`src/rtl/conv_unit_scheduler.sv`:
```
// conv_unit_scheduler
//   Sequencer for a D x D convolutional PE mesh. Accepts one layer job
//   (kernel size K, input width IW, output rows OH) over a valid/ready
//   handshake. It steps through every output row and every D-wide column
//   tile of that row. For each tile it spends K cycles in RUN, one per kernel
//   column kc, and then waits in OUT until the accumulation buffer takes the
//   finished tile.
//
// Ports
//   CLK, RSTn            clock (rising edge), asynchronous active-low reset
//   job_valid/job_ready  job descriptor handshake (job_k, job_iw, job_oh)
//   job_err              one-cycle pulse when an illegal job is rejected
//   columnControl        7 bits per column: {3'b0, col_active, psum_shift,
//                        acc_clear, mac_en}
//   rowControl           per-row {row_used, row_index}
//   commonControl        {IW, OW, K-1, kc}
//   kbuf_addr            kernel column index kc
//   nbuf_row, nbuf_col   neuron buffer address (row, tile*D + kc)
//   psum_valid/ready     finished-tile handshake toward accumulation buffer
//   busy, done           job in progress / one-cycle completion pulse
//
// Every output is decoded from flops only. The one exception is psum_shift,
// which is qualified by psum_ready in the same cycle so that the mesh shifts
// exactly on the handshake cycle.
module conv_unit_scheduler #(
    parameter int depth = 2,
    parameter int D     = 1 << depth,
    parameter int A     = 7
) (
    input  logic                   CLK,
    input  logic                   RSTn,
    input  logic                   job_valid,
    output logic                   job_ready,
    input  logic [depth:0]         job_k,
    input  logic [A-1:0]           job_iw,
    input  logic [A-1:0]           job_oh,
    output logic                   job_err,
    output logic [D*7-1:0]         columnControl,
    output logic [(depth+1)*D-1:0] rowControl,
    output logic [2*depth+2*A-1:0] commonControl,
    output logic [depth-1:0]       kbuf_addr,
    output logic [A-1:0]           nbuf_row,
    output logic [A-1:0]           nbuf_col,
    output logic                   psum_valid,
    input  logic                   psum_ready,
    output logic                   busy,
    output logic                   done
);
    // Wide enough for tile*D + D without wrapping.
    localparam int W = A + depth + 1;

    typedef enum logic [2:0] {IDLE, CFG, RUN, OUT, FIN} state_t;

    state_t           state_q, state_d;
    logic [depth:0]   k_q, k_d;
    logic [A-1:0]     iw_q, iw_d;
    logic [A-1:0]     oh_q, oh_d;
    logic [A-1:0]     row_q, row_d;
    logic [A-1:0]     tile_q, tile_d;
    logic [depth-1:0] kc_q, kc_d;
    logic             err_q, err_d;

    logic [A-1:0]     ow;
    logic [W-1:0]     tile_base;
    logic [W-1:0]     next_base;
    logic [depth:0]   k_m1;
    logic             last_kc;
    logic             in_job;
    logic             job_bad;
    logic [D-1:0]     active;

    always_comb begin
        ow        = iw_q - A'(k_q) + A'(1);
        tile_base = W'(tile_q) << depth;
        next_base = tile_base + W'(D);
        k_m1      = k_q - 1'b1;
        last_kc   = ({1'b0, kc_q} == k_m1);
        in_job    = (state_q == CFG) || (state_q == RUN) || (state_q == OUT);
        job_bad   = (job_k == '0) || (job_k > (depth+1)'(D)) ||
                    (job_oh == '0) || (job_iw < A'(job_k));
        // The last tile of a row can overhang OW; those columns stay idle.
        for (int j = 0; j < D; j++) begin
            active[j] = in_job && ((tile_base + W'(j)) < W'(ow));
        end
    end

    always_comb begin
        state_d = state_q;
        k_d     = k_q;
        iw_d    = iw_q;
        oh_d    = oh_q;
        row_d   = row_q;
        tile_d  = tile_q;
        kc_d    = kc_q;
        err_d   = 1'b0;
        unique case (state_q)
            IDLE: begin
                row_d  = '0;
                tile_d = '0;
                kc_d   = '0;
                if (job_valid) begin
                    k_d  = job_k;
                    iw_d = job_iw;
                    oh_d = job_oh;
                    if (job_bad) err_d   = 1'b1;
                    else         state_d = CFG;
                end
            end
            CFG: begin
                row_d   = '0;
                tile_d  = '0;
                kc_d    = '0;
                state_d = RUN;
            end
            RUN: begin
                if (last_kc) state_d = OUT;
                else         kc_d    = kc_q + 1'b1;
            end
            OUT: begin
                if (psum_ready) begin
                    if (next_base < W'(ow)) begin
                        tile_d  = tile_q + 1'b1;
                        kc_d    = '0;
                        state_d = RUN;
                    end else if ((W'(row_q) + W'(1)) < W'(oh_q)) begin
                        row_d   = row_q + 1'b1;
                        tile_d  = '0;
                        kc_d    = '0;
                        state_d = RUN;
                    end else begin
                        state_d = FIN;
                    end
                end
            end
            FIN: begin
                // Clear the counters so the addresses read zero in IDLE.
                row_d   = '0;
                tile_d  = '0;
                kc_d    = '0;
                state_d = IDLE;
            end
            default: state_d = IDLE;
        endcase
    end

    always_ff @(posedge CLK or negedge RSTn) begin
        if (!RSTn) begin
            state_q <= IDLE;
            k_q     <= '0;
            iw_q    <= '0;
            oh_q    <= '0;
            row_q   <= '0;
            tile_q  <= '0;
            kc_q    <= '0;
            err_q   <= 1'b0;
        end else begin
            state_q <= state_d;
            k_q     <= k_d;
            iw_q    <= iw_d;
            oh_q    <= oh_d;
            row_q   <= row_d;
            tile_q  <= tile_d;
            kc_q    <= kc_d;
            err_q   <= err_d;
        end
    end

    always_comb begin
        columnControl = '0;
        rowControl    = '0;
        commonControl = '0;
        for (int j = 0; j < D; j++) begin
            columnControl[j*7 +: 7] = {3'b000,
                                       active[j],
                                       (state_q == OUT) && psum_ready && active[j],
                                       (state_q == RUN) && active[j] && (kc_q == '0),
                                       (state_q == RUN) && active[j]};
        end
        if (state_q != IDLE) begin
            for (int i = 0; i < D; i++) begin
                rowControl[i*(depth+1) +: (depth+1)] = {((depth+1)'(i) < k_q), depth'(i)};
            end
            commonControl = {iw_q, ow, k_m1[depth-1:0], kc_q};
        end
    end

    assign job_ready  = (state_q == IDLE);
    assign busy       = (state_q != IDLE);
    assign done       = (state_q == FIN);
    assign psum_valid = (state_q == OUT);
    assign job_err    = err_q;
    assign kbuf_addr  = kc_q;
    assign nbuf_row   = row_q;
    assign nbuf_col   = A'(tile_base + W'(kc_q));

endmodule

```
`config.mk`:
```
export PLATFORM = sky130hd
export DESIGN_NAME = conv_unit_scheduler
export DESIGN_NICKNAME = d
export VERILOG_FILES = /design/src/rtl/conv_unit_scheduler.sv
export SDC_FILE = /design/constraint.sdc
export NUM_CORES = 1
export LEC_CHECK = 0
export BUFFER_PORTS_ARGS = -buffer_cell sky130_fd_sc_hd__buf_2
export CORE_UTILIZATION = 50
export DETAILED_ROUTE_END_ITERATION = 12
export PLACE_DENSITY = 0.79
export SYNTH_ARGS = -nofsm -noshare
export SYNTH_HDL_FRONTEND = slang
export SYNTH_SLANG_ARGS = --single-unit
```
`constraint.sdc`:
```
create_clock -name CLK -period 5.4 [get_ports CLK]
set_input_delay 0.27 -clock CLK [delete_from_list [all_inputs] [get_ports CLK]]
set_output_delay 0.27 -clock CLK [all_outputs]
set_load 0.03 [all_outputs]
```
### Word-level counts from Yosys, hierarchy flattened

Cells that the tools add are included.

* register bits: 37
* input bits: 21
* output and inout port bits: 79
* word-level logic and storage cells: 105

* add/subtract/negate cells: 12
* order comparisons: 12
* equality and inequality tests: 13
* mux-type cells: 25
* reduce and logical (&&, ||, !) cells: 35

Operator list (number)
* 2-to-1 mux 7 bit: 6
* < comparator 10 x 7 -> 1 bit: 4
* case mux 7 bit (2 select lines): 2
* adder 7 x 1 -> 7 bit, second input constant: 3
* adder 9 x 2 -> 10 bit, second input constant: 2
* 2-to-1 mux 18 bit: 1
* 2-to-1 mux 3 bit: 6
* logical AND 1 bit: 17
* 2-to-1 mux 12 bit: 1
* case mux 3 bit (4 select lines): 1
* AND reduction 4 bit: 3
* adder 9 x 1 -> 10 bit, second input constant: 1
* adder 9 x 3 -> 10 bit, second input constant: 1
* inequality test 2 bit, second input constant: 5
* < comparator 9 x 7 -> 1 bit: 1
* adder 7 x 1 -> 8 bit, second input constant: 1
* < comparator 8 x 7 -> 1 bit: 1
* 2-to-1 mux 2 bit: 4
* adder 7 x 2 -> 7 bit: 1
* zero test 7 bit: 1
* < comparator 7 x 3 -> 1 bit: 1
* subtractor 7 x 3 -> 7 bit: 1
* equality test 3 x 2 -> 1 bit, second input constant: 2
* zero test 3 bit: 2
* 19 further kinds: 29

### Depth between registers and ports, before layout

Gate-level depths: netlist of run 1.

* depth in word-level cells: 7
* gate-level depth with buffers: 16
* depth with buffers taken out: 15

### Worst setup path before layout of run 1

No wires, ideal clock.

* path type: reg-to-output
* from: register k_q[1]
* to: output port columnControl[14]
* arrival time: 3.549 ns
* data required time: 5.130 ns
* slack: 1.581 ns
* stages on the path, launching flop included: 13
* path buffers: 0
* cells stage by stage: dfrtp_1 > ha_1 > inv_1 > ha_1 > fa_1 > xnor2_1 > ha_1 > a21o_1 > maj3_2 > a21oi_2 > o22ai_1 > maj3_2 > nor3_1

* cells in the longest elaborated chain, start to end: 5

RTL lines
* start: declaration: line 55 `logic [depth:0] k_q, k_d;`
* start signal: assignment: line 158 `k_q <= k_d;`
* subtractor 7 x 3 -> 7 bit: line 73 `ow = iw_q - A'(k_q) + A'(1);`
* adder 7 x 1 -> 7 bit: line 73
* < comparator 10 x 7 -> 1 bit: line 83 `active[j] = in_job && ((tile_base + W'(j)) < W'(ow));`
* logical AND 1 bit: line 83
* logical AND 1 bit: line 177 `(state_q == RUN) && active[j]};`
* end: declaration: line 38 `output logic [D*7-1:0] columnControl,`

No other way between the ends.

### Final worst setup path of run 1

* from: register k_q[0]
* to: register row_q[0], in the netlist nbuf_row[0]

* cells in the longest elaborated chain, start to end: 5

RTL lines
* subtractor 7 x 3 -> 7 bit: line 73
* adder 7 x 1 -> 7 bit: line 73
* < comparator 10 x 7 -> 1 bit: line 121 `if (next_base < W'(ow)) begin`
* inequality test 2 bit (no line)
* AND reduction 4 bit (no line)
* end signal: assignment: line 161 `row_q <= row_d;`
* end: declaration: line 58 `logic [A-1:0] row_q, row_d;`

No other way between the ends.
A chain may end at the register's enable or synchronous reset.

==> flow_metrics.py, run 1 <==
metrics = {
    "outcome": {
        "status": "finished clean",
    },
    "grt": {
        "grt_pass1_wl_um": 11300,
        "antenna_found_initial": 0,
        "overflow": 0,
        "grt_max_degree": 38,
        "grt_pass1_vias": 2461,
        "grt_usage_pct": 22.3,
    },
    "floorplanning": {
        "io_pins": 100,
        "die_area_sq_mm": 0.00663,
        "die_w_um": 81.4,
        "coreArea_sq_mm": 0.00599,
        "start_util_pct": 52.7,
        "rows": 28,
        "die_y_um": 81.4,
    },
    "clocking": {
        "cts_tree": "done",
        "cts_root_buf": "clkbuf_8",
        "cts_buffer_depth": 2,
        "htreeDepth": 2,
        "clk_pin_slew_worst_paths_ns": 0.08,
        "clock_latency_ns": 0.30,
        "cts_buffers": 5,
        "cts.sinks": 37,
        "cts_resized": 0,
        "post_cts_buffers": 0,
        "ctsHoldBuffers": 0,
    },
    "setup_path": {
        "crit_path_start_kind": "flip-flop",
        "path_buf_inv": 1,
        "path_class": "flip-flop to flip-flop",
        "slowest_delay_ns": 0.89,
        "worst_setup_path_end_kind": "flip-flop",
        "r2r-start": "k_q[0]$_DFFE_PN0P_",
        "critical_path_depth": 13,
        "cp.required_ns": 5.59,
        "r2r_slack_ns": 1.24,
        "path_cells": "inv_1, ha_1, ha_1, fa_1, xnor2_1, ha_1, nand2_1, o31ai_1, o21ai_0, a22oi_1, o21ai_0, a31oi_1, mux2_1",
        "startpoint": "k_q[0]$_DFFE_PN0P_",
        "r2r-end": "nbuf_row[0]$_DFFE_PN0P_",
        "worst_path_most_repeated_cell": "ha_1",
        "crit_family": "compound AO/OA/AOI/OAI gates",
        "r2r_cells": 13,
        "cp_slowest_cell": "a31oi_1",
        "endpoint": "nbuf_row[0]$_DFFE_PN0P_",
        "worstPathMaxFanout": 12,
        "critPathArrivalTime_ns": 4.34,
    },
    "route": {
        "antenna_left": 0,
        "num_vias": 2782,
        "wl_um": 7040,
        "avgViaCountPerCell": 5.41,
        "drc_errors": 0,
        "drt_iter0_markers": 141,
        "dr.pass1.iters": 4,
        "avgRoutedWirePerCell_um": 13.7,
    },
    "logic_synthesis": {
        "synth_ff_type": "dfrtp_1",
        "yosysSeqAreaShare_pct": 29.4,
        "ys_seq_elements": 37,
        "ys_async_sr_fraction_pct": 100,
        "syn_area_sq_mm": 0.00315,
        "synth-edff-count": 0,
        "ys_warn_count": 0,
        "avgSynthCellArea_sq_um": 8.43,
        "netlist_instances": 374,
        "synth_cell_types": 59,
    },
    "cells_and_area": {
        "final_util_pct": 59.2,
        "area_growth_pct": 12.4,
        "n_antenna_cell": 0,
        "drive_gt1_share_pct": 26.9,
        "layout.nets": 488,
    },
    "placement": {
        "port_buffers": 83,
        "place.gp.congestion": 0.868,
        "dpl.hpwl_um": 5470,
    },
    "job": {
        "maxCapViolations": 0,
    },
    "timing": {
        "totalNegativeSetupSlack_ns": 0,
        "slew_headroom_pct": 28.5,
        "max_freq_mhz": 240,
        "worstMarginPinSlew_ns": 1.07,
        "final.min_clock_period_ns": 4.16,
        "drv_slew": 0,
        "hold_violations": 0,
        "finalSetupViolCount": 0,
        "rsz0062_at_grt": "no",
        "fin_crit_sh_pct": 77.0,
        "clock_skew_ns": 0.00631,
    },
    "hold_path": {
        "hp-class": "primary input to asynchronous set/reset pin",
    },
}
## placed cells by master, fill, tap and decap left out, drive strengths merged, types with 3 or more instances in the layout
master / count
a21boi: 4
a21o: 6
a21oi: 11
a22o: 3
a31o: 5
and2: 5
and3: 4
buf: 85
clkbuf: 6
conb: 16
dfrtp: 37
ha: 27
inv: 29
maj3: 8
mux2: 7
mux2i: 4
nand2: 23
nand2b: 6
nand3: 13
nor2: 43
nor2b: 12
nor3: 13
o21ai: 23
o31ai: 3
xnor2: 11
xor2: 8
## cells by family after synthesis
logic type | synth area share, %
flops | 29.4
other cells | 0.119
fa+ha+maj | 14.2
xor+xnor | 5.28
buf+inv | 12.2
mux | 3.77
compound gates | 15.1
simple gates | 20.0
## stage by stage
step	cells	hold slack (ns)	setup slack, ns	instance area (sq um)
6_report	514	0.0694	1.24	3540
5_1_grt	514	0.143	0.975	3540
4_1_cts	514	0.101	1.28	3540
3_5_place_dp	507	0.418	1.29	3460
3_3_place_gp	507	0.407	1.45	3460
2_1_floorplan	389	-0.0256	1.58	3210
## synthesized netlist by cell type, types with 3 or more instances
master     n  area (sq um)
buf_4     28           210
ha_1      27           338
nor2b_1   12          75.1
xor2_1     8          70.1
maj3_2     8          90.1
nand2b_1   6          37.5
a21oi_1    8          40.0
nand3_1   13          65.1
buf_2      5          25.0
mux2i_1    4          40.0
a22o_1     3          26.3
and3_1     3          18.8
nor3_1    12          60.1
a21o_1     6          45.0
mux2_2     5          56.3
a21oi_2    3          26.3
xnor2_1   11          96.3
nor2_1    43           161
nand2_1   23          86.3
a31o_2     5          43.8
clkbuf_1   7          26.3
o21ai_0   20           100
and2_1     4          25.0
a21boi_0   3          22.5
inv_1     29           109
dfrtp_1   37           926
## final cells by class
class	count	area (sq um)
clock inverters	1	8.76
multi-input cells	281	1900
fillers	555	2450
flip-flops and latches	37	926
clock buffers	6	72.6
inverters	29	109
repair buffers	85	430
well taps	75	93.8
## per-layer routing
layer / wire (um) / part of all wire, % / global-route usage [%] / up-vias
li1: - / - / - / 1357
met1: 3170 / 45 / 29.5 / 1290
met2: 3290 / 47 / 36.3 / 122
met3: 414 / 5.9 / 2.78 / 13
met4: 161 / 2.3 / 10.2 / 0
met5: 0 / 0 / 0 / -
## registers in the layout, summed over array words and instances, names as in the netlist
name and count:
nbuf_row 7, iw_q 7, job_err 1, oh_q 7, tile_q 7, k_q 3
state_q 3, kbuf_addr 2
## how the worst min path moves through the flow
stage / start / endpoint / slack [ns] / depth (start not counted)
after floorplan: RSTn / iw_q[0]$_DFFE_PN0P_ / -0.03 / 0
after global placement: RSTn / iw_q[5]$_DFFE_PN0P_ / 0.41 / 1
after detailed placement: RSTn / iw_q[5]$_DFFE_PN0P_ / 0.42 / 1
after CTS: RSTn / tile_q[5]$_DFFE_PN0P_ / 0.10 / 1
after global routing: RSTn / iw_q[5]$_DFFE_PN0P_ / 0.14 / 1
final: RSTn / iw_q[5]$_DFFE_PN0P_ / 0.07 / 1
Power of run 1 is not shown: default switching activity piles up to over one toggle a cycle in this logic, so the estimate is an artifact.
==> inputs of run 2 (changes only) <==
clock period = 4.3 ns   (was 5.4 ns; I/O delays follow)
==> run 2 against run 1 <==
Clock-buffer cell count increased by 1; cell area increased by 1.2%; sequential share of layout area fell by 0.31 points; worst setup slack worse by 0.94 ns; die area unchanged; register-to-register slack got worse by 0.87 ns; first-iteration DRC count is 66% higher; via count rose by 0.14%; clock skew shrank 0.0012 ns; wire length up 2.0%.
==> flow_metrics.py, run 2 (same netlist as run 1, synthesis figures left out) <==
metrics = {
    "timing": {
        "slew_headroom_pct": 45.2,
        "worstMarginPinSlew_ns": 0.822,
        "max_freq_mhz": 250,
        "hold_violations": 0,
        "fin_crit_sh_pct": 93.0,
        "drv_slew": 0,
        "finalSetupViolCount": 0,
        "totalNegativeSetupSlack_ns": 0,
        "clock_skew_ns": 0.00507,
        "rsz0062_at_grt": "no",
        "final.min_clock_period_ns": 4.00,
    },
    "floorplanning": {
        "die_area_sq_mm": 0.00663,
        "rows": 28,
        "io_pins": 100,
        "start_util_pct": 52.7,
        "die_w_um": 81.4,
        "coreArea_sq_mm": 0.00599,
        "die_y_um": 81.4,
    },
    "cells_and_area": {
        "final_cell_area_sq_mm": 0.00359,
        "fin_cells": 516,
        "mostFrequentLayoutCells": "buf_2 (83), nor2_1 (43), dfrtp_1 (37)",
        "n_antenna_cell": 0,
        "area_growth_pct": 13.7,
        "mostFrequentLayoutCell": "buf_2",
        "layout.nets": 489,
        "drive_gt1_share_pct": 27.2,
    },
    "placement": {
        "placed_cell_area_sq_mm": 0.00347,
        "port_buffers": 83,
        "dp.cells": 508,
        "place.gp.congestion": 0.918,
        "dpl.hpwl_um": 5440,
    },
    "clocking": {
        "clock_latency_ns": 0.29,
        "post_cts_buffers": 0,
        "cts_buffer_depth": 2,
        "cts_resized": 0,
        "cts_buffers": 5,
        "cts.sinks": 37,
        "ctsHoldBuffers": 0,
        "htreeDepth": 2,
        "cts_root_buf": "clkbuf_8",
        "cts_tree": "done",
        "clk_pin_slew_worst_paths_ns": 0.07,
    },
    "job": {
        "maxCapViolations": 0,
    },
    "setup_path": {
        "crit_path_start_kind": "flip-flop",
        "r2r-end": "kbuf_addr[0]$_DFFE_PN0P_",
        "r2r_slack_ns": 0.37,
        "path_cells": "inv_1, ha_1, fa_1, xnor2_1, ha_1, a21o_1, maj3_2, a21oi_2, o22ai_1, maj3_2, nor3_1, buf_2",
        "worstPathMaxFanout": 8,
        "cp_slowest_cell": "fa_1",
        "slowest_delay_ns": 0.47,
        "path_class": "flip-flop to output pin",
        "cp.required_ns": 4.09,
        "worst_setup_path_end_kind": "output pin",
        "critPathArrivalTime_ns": 3.78,
        "r2r_cells": 13,
        "r2r-start": "k_q[2]$_DFFE_PN0P_",
    },
    "route": {
        "num_vias": 2786,
        "drt_iter0_markers": 234,
        "drc_errors": 0,
        "wl_um": 7180,
        "antenna_left": 0,
        "dr.pass1.iters": 4,
        "avgViaCountPerCell": 5.40,
        "avgRoutedWirePerCell_um": 13.9,
    },
    "grt": {
        "grt_pass1_vias": 2568,
        "antenna_found_initial": 0,
        "grt_pass1_wl_um": 11600,
        "overflow": 0,
        "grt_max_degree": 38,
        "grt_usage_pct": 22.9,
    },
    "hold_path": {
        "hp-class": "primary input to asynchronous set/reset pin",
    },
    "outcome": {
        "status": "finished clean",
    },
}
run 2: cell count changes in the layout (fill, tap and decap cells not counted):
cell / delta
buf_4: +1
bufinv_16: +1
clkbuf_8: +1
clkinv_4: -1
run 2: per-stage QoR:
step | utilization [%] | hold slack, ns | worst slack [ns]
floorplan | - | -0.0806 | 0.536
global placement | 57.9 | 0.350 | 0.656
detailed placement | 57.9 | 0.364 | 0.485
CTS | 59.9 | 0.0521 | 0.298
global route | 59.9 | 0.0977 | 0.0791
finish | 59.9 | 0.0119 | 0.302
run 2: worst max path at each step:
stage,cells past startpoint,from,slack (ns),endpoint
3_3_place_gp,14,k_q[1]$_DFFE_PN0P_,0.66,kbuf_addr[0]$_DFFE_PN0P_
2_1_floorplan,12,k_q[1]$_DFFE_PN0P_,0.54,columnControl[14]
4_1_cts,13,k_q[1]$_DFFE_PN0P_,0.30,columnControl[15]
3_5_place_dp,14,k_q[1]$_DFFE_PN0P_,0.49,kbuf_addr[0]$_DFFE_PN0P_
6_report,12,k_q[2]$_DFFE_PN0P_,0.30,columnControl[15]
5_1_grt,13,k_q[2]$_DFFE_PN0P_,0.08,kbuf_addr[0]$_DFFE_PN0P_
run 2: area by class of cell:
cell class	instances	area, sq um
fillers	520	2400
inverters	29	109
multi-input cells	281	1900
repair buffers	86	438
clock inverters	1	30.0
flip-flops and latches	37	926
well taps	75	93.8
clock buffers	7	86.3
run 2: worst max-delay path, delay by kind of cell (launching register included):
| kind | cells | cell delay, ns |
|---|---|---|
| compound gates | 3 | 0.39 |
| xor+xnor | 1 | 0.32 |
| fa+ha+maj | 5 | 1.85 |
| buf+inv | 2 | 0.32 |
| flops | 1 | 0.42 |
| simple gates | 1 | 0.19 |
run 2: layer usage:
metal  vias up  routed length [um]  GRT usage [%]
met1      1293                3260           28.8
li1       1360                   -              -
met3        16                 433           3.56
met2       117                3350           38.8
met4         0                 138           9.46
met5         -                   0              0
Power of run 2 is left out for the same reason.
==> inputs of run 3 (changes only) <==
clock period = 4.7 ns   (was 4.3 ns; I/O delays follow)
==> run 3 against run 2 <==
Clock-buffer cell count down 2; clock skew down 0.0028 ns; non-clock buffer count unchanged; via count down 1.0%; cell count unchanged; first-iteration DRC count down 39%; global-route usage down 0.31 points; critical path depth up 1; sequential share of layout area up 0.22 points; utilization down 0.50 points; highest routed layer unchanged.
==> flow_metrics.py, run 3 (same netlist as run 1, synthesis figures left out) <==
metrics = {
    "setup_path": {
        "r2r-start": "k_q[1]$_DFFE_PN0P_",
        "worst_path_most_repeated_cell": "ha_1",
        "cp.required_ns": 4.47,
        "path_cells": "ha_1, inv_1, ha_1, fa_1, xnor2_1, ha_1, a21o_1, maj3_2, a21oi_2, o22ai_1, maj3_2, nor3_1, buf_2",
        "startpoint": "k_q[1]$_DFFE_PN0P_",
        "worstPathMaxFanout": 8,
        "crit_path_start_kind": "flip-flop",
        "slowest_delay_ns": 0.41,
        "path_class": "flip-flop to output pin",
        "r2r_slack_ns": 0.86,
        "r2r-end": "kbuf_addr[0]$_DFFE_PN0P_",
        "cp_slowest_cell": "dfrtp_1",
        "worst_setup_path_end_kind": "output pin",
        "critPathArrivalTime_ns": 3.78,
        "r2r_cells": 14,
    },
    "clocking": {
        "post_cts_buffers": 0,
        "cts.sinks": 37,
        "htreeDepth": 2,
        "clock_latency_ns": 0.29,
        "ctsHoldBuffers": 0,
        "cts_resized": 0,
        "cts_buffers": 5,
        "cts_tree": "done",
        "cts_root_buf": "clkbuf_8",
        "cts_buffer_depth": 2,
        "clk_pin_slew_worst_paths_ns": 0.08,
    },
    "timing": {
        "slew_headroom_pct": 44.8,
        "final.min_clock_period_ns": 4.01,
        "fin_crit_sh_pct": 85.4,
        "hold_violations": 0,
        "clock_skew_ns": 0.00224,
        "max_freq_mhz": 249,
        "finalSetupViolCount": 0,
        "worstMarginPinSlew_ns": 0.828,
        "drv_slew": 0,
        "totalNegativeSetupSlack_ns": 0,
        "rsz0062_at_grt": "no",
    },
    "job": {
        "maxCapViolations": 0,
    },
    "route": {
        "dr.pass1.iters": 7,
        "wl_um": 7160,
        "drt_iter0_markers": 142,
        "antenna_left": 0,
        "avgViaCountPerCell": 5.34,
        "num_vias": 2757,
        "drc_errors": 0,
        "avgRoutedWirePerCell_um": 13.9,
    },
    "cells_and_area": {
        "n_antenna_cell": 0,
        "layout.nets": 489,
        "final_cell_area_sq_mm": 0.00356,
        "drive_gt1_share_pct": 27.4,
        "area_growth_pct": 12.8,
        "mostFrequentLayoutCell": "buf_2",
        "mostFrequentLayoutCells": "buf_2 (83), nor2_1 (43), dfrtp_1 (37)",
    },
    "grt": {
        "overflow": 0,
        "antenna_found_initial": 0,
        "grt_usage_pct": 22.5,
        "grt_pass1_wl_um": 11300,
        "grt_pass1_vias": 2447,
        "grt_max_degree": 38,
    },
    "floorplanning": {
        "start_util_pct": 52.7,
        "coreArea_sq_mm": 0.00599,
        "rows": 28,
        "die_y_um": 81.4,
        "io_pins": 100,
        "die_area_sq_mm": 0.00663,
        "die_w_um": 81.4,
    },
    "placement": {
        "placed_cell_area_sq_mm": 0.00347,
        "port_buffers": 83,
        "dpl.hpwl_um": 5550,
        "place.gp.congestion": 0.913,
    },
    "hold_path": {
        "hp-class": "primary input to asynchronous set/reset pin",
    },
    "outcome": {
        "status": "finished clean",
    },
}
-- run 3: changes by cell type in the layout (fill, tap and decap cells not counted) --
cell / before / now
clkbuf_8: 6 / 5
bufinv_16: 1 / 0
clkbuf_1: 1 / 0
clkinvlp_4: 0 / 1
clkinv_2: 0 / 2
-- run 3: critical path, delay by kind of cell, from the launching register on --
family / cells / cell delay, ns
DFF: 1 / 0.41
buffers and inverters: 2 / 0.26
adders and majority gates: 6 / 1.94
and+or+nand+nor: 1 / 0.18
AOI/OAI and AO/OA: 3 / 0.40
xor gates and xnor gates: 1 / 0.30
-- run 3: how the worst max path moves through the flow --
stage | to | slack, ns
2_1_floorplan | columnControl[14] | 0.92
3_3_place_gp | kbuf_addr[0]$_DFFE_PN0P_ | 1.05
3_5_place_dp | kbuf_addr[0]$_DFFE_PN0P_ | 0.91
4_1_cts | columnControl[17] | 0.69
5_1_grt | columnControl[15] | 0.51
6_report | columnControl[14] | 0.69
-- run 3: area by class of cell --
| class | count | area, sq um |
|---|---|---|
| clock buffer | 5 | 68.8 |
| sequential | 37 | 926 |
| tap | 75 | 93.8 |
| multi-input combinational | 281 | 1900 |
| timing repair buffer | 86 | 438 |
| inverter | 29 | 109 |
| clock inverter | 3 | 17.5 |
| fill | 552 | 2430 |
-- run 3: per-stage QoR --
stage	std cells	worst slack (ns)	hold WS, ns	utilization, %
2_1_floorplan	389	0.916	-0.0606	-
3_3_place_gp	508	1.05	0.372	57.9
6_report	516	0.687	0.0289	59.4
3_5_place_dp	508	0.907	0.379	57.9
5_1_grt	516	0.505	0.0968	59.4
4_1_cts	516	0.689	0.0538	59.4
-- run 3: per-layer routing --
layer / GRT usage (%) / vias up / routed length [um]
li1: - / 1362 / -
met2: 36.3 / 109 / 3260
met1: 29.8 / 1275 / 3410
met4: 9.82 / 0 / 109
met5: 0 / - / 0
met3: 3.67 / 11 / 383
Power of run 3 is left out for the same reason.
